**src/rtl/eight_bit_divider_seq.sv**
```systemverilog
// +-----------------------------------------------------------------------------+
// | Module      : eight_bit_divider_seq                                         |
// | Description : Sequential signed restoring divider, one quotient bit/cycle.  |
// |               Optional macro DIV_ZERO_FAST_EN: zero operands finish at T0.  |
// | Revision    : 1.0 - initial release                                         |
// +-----------------------------------------------------------------------------+
`timescale 1ns/1ps
`default_nettype none

module eight_bit_divider_seq #(
  parameter int DIVIDEND_W = 17,
  parameter int DIVISOR_W  = 8
) (
  input  logic                  clk,
  input  logic                  rst_n,
  input  logic                  in_valid,
  output logic                  in_ready,
  input  logic [DIVIDEND_W-1:0] dividend,
  input  logic [DIVISOR_W-1:0]  divisor,
  output logic                  out_valid,
  input  logic                  out_ready,
  output logic [DIVIDEND_W-1:0] quotient,
  output logic [DIVISOR_W-1:0]  remainder,
  output logic                  ovf,
  output logic                  dbz,
  output logic                  busy
);

  localparam int c_cnt_w = $clog2(DIVIDEND_W);
  localparam logic [c_cnt_w-1:0] c_cnt_init = c_cnt_w'(DIVIDEND_W - 1);

  typedef enum logic [1:0] {
    IDLE = 2'd0,
    CALC = 2'd1,
    FIX  = 2'd2,
    DONE = 2'd3
  } state_t;

  state_t r_state;
  state_t w_next;

  logic                  r_neg_q;
  logic                  r_neg_r;
  logic [DIVIDEND_W-1:0] r_quo_mag;
  logic [DIVISOR_W-1:0]  r_dvs_mag;
  logic [DIVISOR_W-1:0]  r_prem;
  logic [c_cnt_w-1:0]    r_cnt;

  logic [DIVIDEND_W-1:0] w_dvd_mag;
  logic [DIVISOR_W-1:0]  w_dvs_mag;
  logic [DIVISOR_W:0]    w_shift;
  logic                  w_sub_ok;
  logic [DIVISOR_W-1:0]  w_diff;
  logic [DIVIDEND_W-1:0] w_quo_s;
  logic [DIVISOR_W-1:0]  w_rem_s;
  logic                  w_fast;

  assign w_dvd_mag = dividend[DIVIDEND_W-1] ? -dividend : dividend;
  assign w_dvs_mag = divisor[DIVISOR_W-1]   ? -divisor  : divisor;

  // The stored remainder is always below |divisor| <= 128, so only the shifted
  // value needs the extra bit; the difference fits in DIVISOR_W bits.
  assign w_shift  = {r_prem, r_quo_mag[DIVIDEND_W-1]};
  assign w_sub_ok = (w_shift >= {1'b0, r_dvs_mag});
  assign w_diff   = w_shift[DIVISOR_W-1:0] - r_dvs_mag;

  assign w_quo_s = r_neg_q ? -r_quo_mag : r_quo_mag;
  assign w_rem_s = r_neg_r ? -r_prem    : r_prem;

`ifdef DIV_ZERO_FAST_EN
  assign w_fast = (divisor == '0) || (dividend == '0);
`else
  assign w_fast = 1'b0;
`endif

  assign in_ready  = (r_state == IDLE);
  assign out_valid = (r_state == DONE);
  assign busy      = (r_state == CALC) || (r_state == FIX);

  always_ff @(posedge clk or negedge rst_n) begin
    if (!rst_n) r_state <= IDLE;
    else        r_state <= w_next;
  end

  always_comb begin
    w_next = r_state;
    case (r_state)
      IDLE: if (in_valid) w_next = w_fast ? DONE : CALC;
      CALC: if (r_cnt == '0) w_next = FIX;
      FIX:  w_next = DONE;
      DONE: if (out_ready) w_next = IDLE;
      default: w_next = IDLE;
    endcase
  end

  always_ff @(posedge clk or negedge rst_n) begin
    if (!rst_n) begin
      r_neg_q   <= 1'b0;
      r_neg_r   <= 1'b0;
      r_quo_mag <= '0;
      r_dvs_mag <= '0;
      r_prem    <= '0;
      r_cnt     <= '0;
      quotient  <= '0;
      remainder <= '0;
      ovf       <= 1'b0;
      dbz       <= 1'b0;
    end else begin
      case (r_state)
        IDLE: begin
          if (in_valid) begin
            r_neg_q   <= dividend[DIVIDEND_W-1] ^ divisor[DIVISOR_W-1];
            r_neg_r   <= dividend[DIVIDEND_W-1];
            r_quo_mag <= w_dvd_mag;
            r_dvs_mag <= w_dvs_mag;
            r_prem    <= '0;
            r_cnt     <= c_cnt_init;
            if (w_fast) begin
              quotient  <= (divisor == '0) ? '1 : '0;
              remainder <= '0;
              ovf       <= 1'b0;
              dbz       <= (divisor == '0);
            end
          end
        end
        CALC: begin
          // Quotient bits shift into the vacated low end of the dividend register.
          r_prem    <= w_sub_ok ? w_diff : w_shift[DIVISOR_W-1:0];
          r_quo_mag <= {r_quo_mag[DIVIDEND_W-2:0], w_sub_ok};
          r_cnt     <= r_cnt - 1'b1;
        end
        FIX: begin
          if (r_dvs_mag == '0) begin
            quotient  <= '1;
            remainder <= '0;
            ovf       <= 1'b0;
            dbz       <= 1'b1;
          end else begin
            quotient  <= w_quo_s;
            remainder <= w_rem_s;
            // A magnitude of 2^(W-1) is only representable when negated.
            ovf       <= r_quo_mag[DIVIDEND_W-1] & ~r_neg_q;
            dbz       <= 1'b0;
          end
        end
        default: ;
      endcase
    end
  end

endmodule

`default_nettype wire

```
**config.mk**
```make
export PLATFORM = sky130hd
export DESIGN_NAME = eight_bit_divider_seq
export DESIGN_NICKNAME = d
export VERILOG_FILES = /design/src/rtl/eight_bit_divider_seq.sv
export SDC_FILE = /design/constraint.sdc
export NUM_CORES = 1
export LEC_CHECK = 0
export ABC_AREA = 1
export CORE_MARGIN = 2
export CORE_UTILIZATION = 52
export DETAILED_ROUTE_END_ITERATION = 6
export GPL_TIMING_DRIVEN = 0
export HOLD_SLACK_MARGIN = 0.12
export PLACE_DENSITY_LB_ADDON = 0.05
export SLEW_MARGIN = 20
export SYNTH_ARGS = -nofsm -noshare
export SYNTH_HDL_FRONTEND = slang
export SYNTH_SLANG_ARGS = --single-unit
```
**constraint.sdc**
```tcl
create_clock -name clk -period 4.9 [get_ports clk]
set_clock_uncertainty 0.1 [all_clocks]
set_input_delay 0.735 -clock clk [delete_from_list [all_inputs] [get_ports clk]]
set_output_delay 0.735 -clock clk [all_outputs]
set_load 0.01 [all_outputs]
```
==> flow_summary_export.csv, run 1 <==
group,metric,value,unit
routing,routed_wl,10900,µm
power,leakagePower,2.67,nW
yosys,synthTopCellsByArea,"dfrtp_1 39%, nand2_1 16%, nand3_1 7.3%, inv_1 6.9%, nor2_1 5.8%",
timing,worst_hold_slack,0.183,ns
yosys,ys_seq_area_frac,0.386,
yosys,syn_nets,692,
placement,portBuffers,57,
routing,routed.top_layer,"met4",
yosys,ys.flop_type,"dfrtp_1",
finish,antenna_cells,0,
clocking,cts_hold_buf,0,
routing,dr.pass1.iters,7,
floorplanning,core,0.00826,mm²
timing,drv_slew,0,
routing,wire_per_inst,13.3,µm
clocking,clk_latency,0.34,ns
timing,fmax,398,MHz
placement,gp_congestion,0.900,
finish,layout_common_cells,"185 x nand2_1, 82 x inv_1, 69 x nor2_1, 69 x dfrtp_1, 65 x nand3_1",
setup_path,reg2reg_slack,2.65,ns
setup_path,r2r-end,"r_quo_mag[0]$_DFFE_PN0P_",
global_route,track_usage,0.239,
timing,tns,0,ns
setup_path,timing.rr.start,"r_prem[5]$_DFFE_PN0P_",
placement,dpl_cell_area,0.00520,mm²
finish,layout_commonest_cell,"nand2_1",
routing,vias,4375,
yosys,syn_inst,644,
timing,min_period_over_period,0.513,
global_route,grt_first_pass_wirelength,18700,µm
outcome,outcome,"completed",
finish,final_layout_size_suffix_gt1_frac,0.0418,
clocking,htree_levels,3,
routing,route.met3.wl,593,µm
timing,max_slew.worst_pin.slew,0.567,ns
timing,hold_violations,0,
placement,dp_cells,807,
setup_path,cp_max_fo,5,
clocking,clock_sinks,69,
global_route,antenna_found_initial,0,
finish,final_area,0.00541,mm²
floorplanning,rows,33,
yosys,synth-edff-count,0,
setup_path,worstPathRequired,4.07,ns
global_route,grt_pass1_vias,4028,
timing,relSlewSlack,0.622,
yosys,syn_area_per_cell,6.94,µm²
clocking,clockBufferDepth,2,
yosys,synth_top_area_cell,"dfrtp_1",
routing,drtIter0Drc,276,
routing,viasPerCell,5.32,
job,drv_cap,0,
floorplanning,start_util,0.542,
finish,instances_no_fill,822,
routing,wl_met1,5490,µm
routing,drc,0,
setup_path,crit_type,"reg2out",
power,p_per_area,694,mW/mm²
power,ir_drop,0.332,mV
yosys,ys_types,33,
timing,rsz0062_at_grt,"false",
yosys,ys_ff_latch,69,
min_path,holdCritPathClass,"in2async",
finish,area_growth,21.0,%
global_route,overflow,0,
routing,ant_nets,0,
clocking,postCtsSetupRepairBufs,0,
global_route,grt_max_degree,45,
floorplanning,die-area,0.00936,mm²
clocking,cts_root_buf,"clkbuf_8",
setup_path,reg2reg_depth,9,
clocking,numCtsBuffers,9,
setup_path,start_kind,"flip-flop",
setup_path,worstPathArrival,1.68,ns
yosys,ys_warn_count,0,
placement,dpl.hpwl,8570,µm
finish,final_util,0.655,
timing,finalSetupViolCount,0,
yosys,netlist_area,0.00447,mm²
floorplanning,die_y,96.7,µm
yosys,synth_top_area_frac,0.386,
timing,post-route-min-period,2.51,ns
yosys,synthArstFlopShare,1.00,
finish,nets,761,
clocking,clk_pin_slew,0.08,ns
clocking,cts-resized-gates,0,
routing,dr_wl_met2,4680,µm
clocking,cts_tree,"built",
floorplanning,fp.dieW,96.7,µm
setup_path,endpoint_kind,"output pin",
floorplanning,pin_count,59,
## cell type report
type	instances	area, µm²
flip-flops and latches	69	1730
plain buffers	15	62.6
clock buffers	9	124
repair buffers	58	596
inverters	85	319
fillers	778	2850
multi-input cells	475	2360
clock inverters	6	88.8
well taps	105	131
## cell families after synthesis
family,after synthesis,share of synthesized area
AND/OR/NAND/NOR,341,0.317
buffers and inverters,100,0.0853
AO/OA/AOI/OAI,98,0.123
flip-flops,69,0.386
adder cells (fa/ha/maj),19,0.0548
XOR/XNOR,17,0.0333
## Yosys cell counts (2+ instances only)
| master | number |
|---|---|
| nand2_1 | 185 |
| inv_1 | 82 |
| dfrtp_1 | 69 |
| nor2_1 | 69 |
| nand3_1 | 65 |
| o21ai_0 | 50 |
| a21oi_1 | 21 |
| ha_1 | 18 |
| xor2_1 | 12 |
| clkbuf_1 | 8 |
| o22ai_1 | 7 |
| nand3b_1 | 6 |
| nand4_1 | 6 |
| a31oi_1 | 5 |
| buf_2 | 5 |
| o221ai_1 | 5 |
| xnor2_1 | 5 |
| nor3_1 | 4 |
| o21bai_1 | 4 |
| buf_1 | 2 |
| inv_2 | 2 |
| nor2_2 | 2 |
| or2_2 | 2 |
## worst max-delay path by stage
stage / from / end / cells past startpoint
2_1_floorplan: r_prem[3]$_DFFE_PN0P_ / r_prem[7]$_DFFE_PN0P_ / 11
6_report: r_state[0]$_DFFE_PN0P_ / in_ready / 3
3_3_place_gp: rst_n / r_state[0]$_DFFE_PN0P_ / 1
3_5_place_dp: in_valid / r_prem[7]$_DFFE_PN0P_ / 9
5_1_grt: r_state[0]$_DFFE_PN0P_ / in_ready / 3
4_1_cts: r_state[0]$_DFFE_PN0P_ / in_ready / 3
## sequential cells by signal, summed over array words and instances, names as in the netlist
signal and flops:
quotient 17, r_quo_mag 17, r_dvs_mag 8, r_prem 8
remainder 8, r_cnt 5, r_state 2, dbz 1
ovf 1, r_neg_q 1, r_neg_r 1
## critical path, stage by stage (launching register included)
cell,delay (ns)
dfrtp_1,0.40
inv_1,0.10
ha_1,0.26
clkdlybuf4s50_1,0.57
## layer usage
layer / GRT usage / vias up
met2: 0.370 / 142
met5: 0 / -
met4: 0.0639 / 0
li1: - / 2225
met1: 0.354 / 1991
met3: 0.0340 / 17
## metrics by stage
stage | power (mW) | setup WS, ns
6_report | 3.76 | 2.39
5_1_grt | 4.12 | 2.31
4_1_cts | 3.76 | 2.37
3_5_place_dp | 3.25 | 2.37
3_3_place_gp | 3.19 | 0.647
2_1_floorplan | 2.54 | 3.06
## where the power goes
part | internal [mW] | switching (mW)
combinational | 0.883 | 1.31
clock | 0.283 | 0.217
sequential | 0.849 | 0.220
total | 2.02 | 1.74
(Power assumes the default switching activity.)
==> inputs of run 2 (changes only) <==
--- a/config.mk
+++ b/config.mk
@@ -7,7 +7,7 @@
 export LEC_CHECK = 0
 export ABC_AREA = 1
 export CORE_MARGIN = 2
-export CORE_UTILIZATION = 52
+export CORE_UTILIZATION = 51
 export DETAILED_ROUTE_END_ITERATION = 6
 export GPL_TIMING_DRIVEN = 0
 export HOLD_SLACK_MARGIN = 0.12
==> constraint.sdc (replaced) <==
create_clock -name clk -period 2.3 [get_ports clk]
set_clock_uncertainty 0.1 [all_clocks]
set_input_delay 0.345 -clock clk [delete_from_list [all_inputs] [get_ports clk]]
set_output_delay 0.345 -clock clk [all_outputs]
set_load 0.01 [all_outputs]
==> run 2 against run 1 <==
First-iteration DRC count did not move. Final area is 0.16% higher. Register-to-register slack got worse by 2.5 ns. Sequential power rose by 110%. Clock power grew 98%. Non-clock buffer count rose by 1. Sequential share of layout area fell by 0.052 points. Critical path type is now reg2reg. Global-route usage increased by 0.67 points. Worst hold slack gained 0.15 ns. Largest power group unchanged. Largest cell class unchanged.
==> flow_summary_export.csv, run 2 (synthesized netlist as in run 1, its figures left out) <==
group,metric,value,unit
setup_path,start_kind,"flip-flop",
timing,drv_slew,0,
clocking,clock_sinks,69,
finish,fill_cells,802,
finish,antenna_cells,0,
finish,nets,762,
global_route,grt_use_met3,0.0324,
finish,instances_no_fill,827,
power,leakagePower,2.68,nW
setup_path,timing.rr.start,"r_quo_mag[16]$_DFFE_PN0P_",
clocking,numCtsBuffers,9,
timing,hold_violations,0,
timing,min_period_over_period,0.930,
routing,wire_per_inst,13.3,µm
global_route,overflow,0,
routing,ant_nets,0,
placement,dp_cells,810,
global_route,use_met1,0.363,
routing,vias,4319,
placement,portBuffers,57,
clocking,clk_latency,0.35,ns
floorplanning,fp.dieW,97.6,µm
routing,drtIter0Drc,276,
routing,routed_wl,11000,µm
floorplanning,start_util,0.520,
timing,post-route-min-period,2.14,ns
min_path,holdCritPathClass,"in2async",
setup_path,reg2reg_depth,12,
placement,dpl.hpwl,8790,µm
placement,gp_congestion,0.906,
finish,layout_commonest_cell,"nand2_1",
global_route,use_met2,0.379,
global_route,busiest_layer,"met2",
outcome,outcome,"completed",
timing,max_slew.worst_pin.slew,0.526,ns
routing,dr.pass1.iters,5,
setup_path,r2r-end,"r_prem[6]$_DFFE_PN0P_",
routing,viasPerCell,5.22,
placement,dpl_cell_area,0.00520,mm²
power,p_per_area,1470,mW/mm²
clocking,cts_tree,"built",
finish,layout_common_cells,"184 x nand2_1, 82 x inv_1, 69 x nor2_1, 69 x dfrtp_1, 65 x nand3_1",
finish,final_area,0.00542,mm²
setup_path,reg2reg_slack,0.16,ns
finish,final_layout_size_suffix_gt1_frac,0.0445,
global_route,grt_pass1_vias,4085,
setup_path,worstPathRequired,2.45,ns
timing,fmax,468,MHz
floorplanning,die-area,0.00953,mm²
setup_path,cp_max_fo,5,
timing,relSlewSlack,0.649,
job,drv_cap,0,
clocking,cts_root_buf,"clkbuf_8",
routing,drc,0,
floorplanning,rows,34,
floorplanning,pin_count,59,
floorplanning,core,0.00859,mm²
clocking,clk_pin_slew,0.08,ns
clocking,postCtsSetupRepairBufs,0,
finish,reg_top3,"quotient x17, r_quo_mag x17",
setup_path,crit_type,"reg2reg",
setup_path,worstPathArrival,2.29,ns
power,ir_drop,0.703,mV
floorplanning,die_y,97.6,µm
clocking,htree_levels,3,
global_route,grt_max_degree,45,
timing,finalSetupViolCount,0,
global_route,track_usage,0.246,
global_route,antenna_found_initial,0,
clocking,clockBufferDepth,2,
finish,area_growth,21.2,%
global_route,grt_first_pass_wirelength,19100,µm
setup_path,endpoint_kind,"flip-flop",
timing,rsz0062_at_grt,"false",
-- run 2: changes by cell type in the layout (fill, tap and decap cells not counted), sizes merged --
cell / change
clkinv: +3
clkinvlp: -2
bufinv: -1
clkbuf: +1
dlygate4sd3: +1
-- run 2: worst max path at each step --
stage / endpoint / cells after the start / start
2_1_floorplan: r_prem[7]$_DFFE_PN0P_ / 11 / r_prem[3]$_DFFE_PN0P_
3_3_place_gp: r_quo_mag[9]$_DFFE_PN0P_ / 1 / rst_n
3_5_place_dp: r_prem[7]$_DFFE_PN0P_ / 12 / r_quo_mag[16]$_DFFE_PN0P_
4_1_cts: r_prem[7]$_DFFE_PN0P_ / 12 / r_quo_mag[16]$_DFFE_PN0P_
5_1_grt: r_prem[7]$_DFFE_PN0P_ / 11 / r_prem[1]$_DFFE_PN0P_
6_report: r_prem[6]$_DFFE_PN0P_ / 12 / r_quo_mag[16]$_DFFE_PN0P_
-- run 2: report_power, final --
group	switching [mW]	internal (mW)	total [mW]
Combinational	2.78	1.89	4.68
Clock	0.464	0.528	0.992
Sequential	0.471	1.81	2.28
-- run 2: repair_timing --
item | 4_1_cts | 5_1_grt
endpoints found under the hold margin | 25 | 0
endpoints found under the setup margin | 0 | 3
hold buffers | 1 | 0
gates resized for setup | 0 | 2
-- run 2: cell type report --
type | instances | area (µm²) | area share
clock buffers | 10 | 138 | 0.0254
inverters | 85 | 319 | 0.0589
flip-flops and latches | 69 | 1730 | 0.319
clock inverters | 6 | 62.6 | 0.0115
multi-input cells | 475 | 2370 | 0.437
well taps | 108 | 135 | 0.0249
repair buffers | 59 | 606 | 0.112
plain buffers | 15 | 62.6 | 0.0115
-- run 2: per-stage QoR --
step	setup slack [ns]	hold slack (ns)	util	power [mW]	setup TNS (ns)
6_report	0.161	0.337	0.631	7.95	0
5_1_grt	0.0340	0.371	0.631	8.78	0
4_1_cts	0.0811	0.341	0.630	7.94	0
3_5_place_dp	0.0861	0.180	0.605	6.92	0
3_3_place_gp	-1.50	0.361	0.603	6.80	-102.92
2_1_floorplan	0.462	-0.0506	-	5.41	0
-- run 2: critical path: stages (launching register included) --
cell,delay (ns)
dfrtp_1,0.41
inv_1,0.22
ha_1,0.20
inv_1,0.08
fa_1,0.40
nand3_1,0.10
nand2_1,0.10
nand2_1,0.09
nand3b_1,0.07
nand2_1,0.09
nand2_1,0.06
nand3_1,0.06
nand2_1,0.06
-- run 2: routing by layer --
layer	vias up	share of wire
met5	-	0
met4	0	0.012
met3	13	0.037
met2	109	0.43
met1	1979	0.52
li1	2218	-
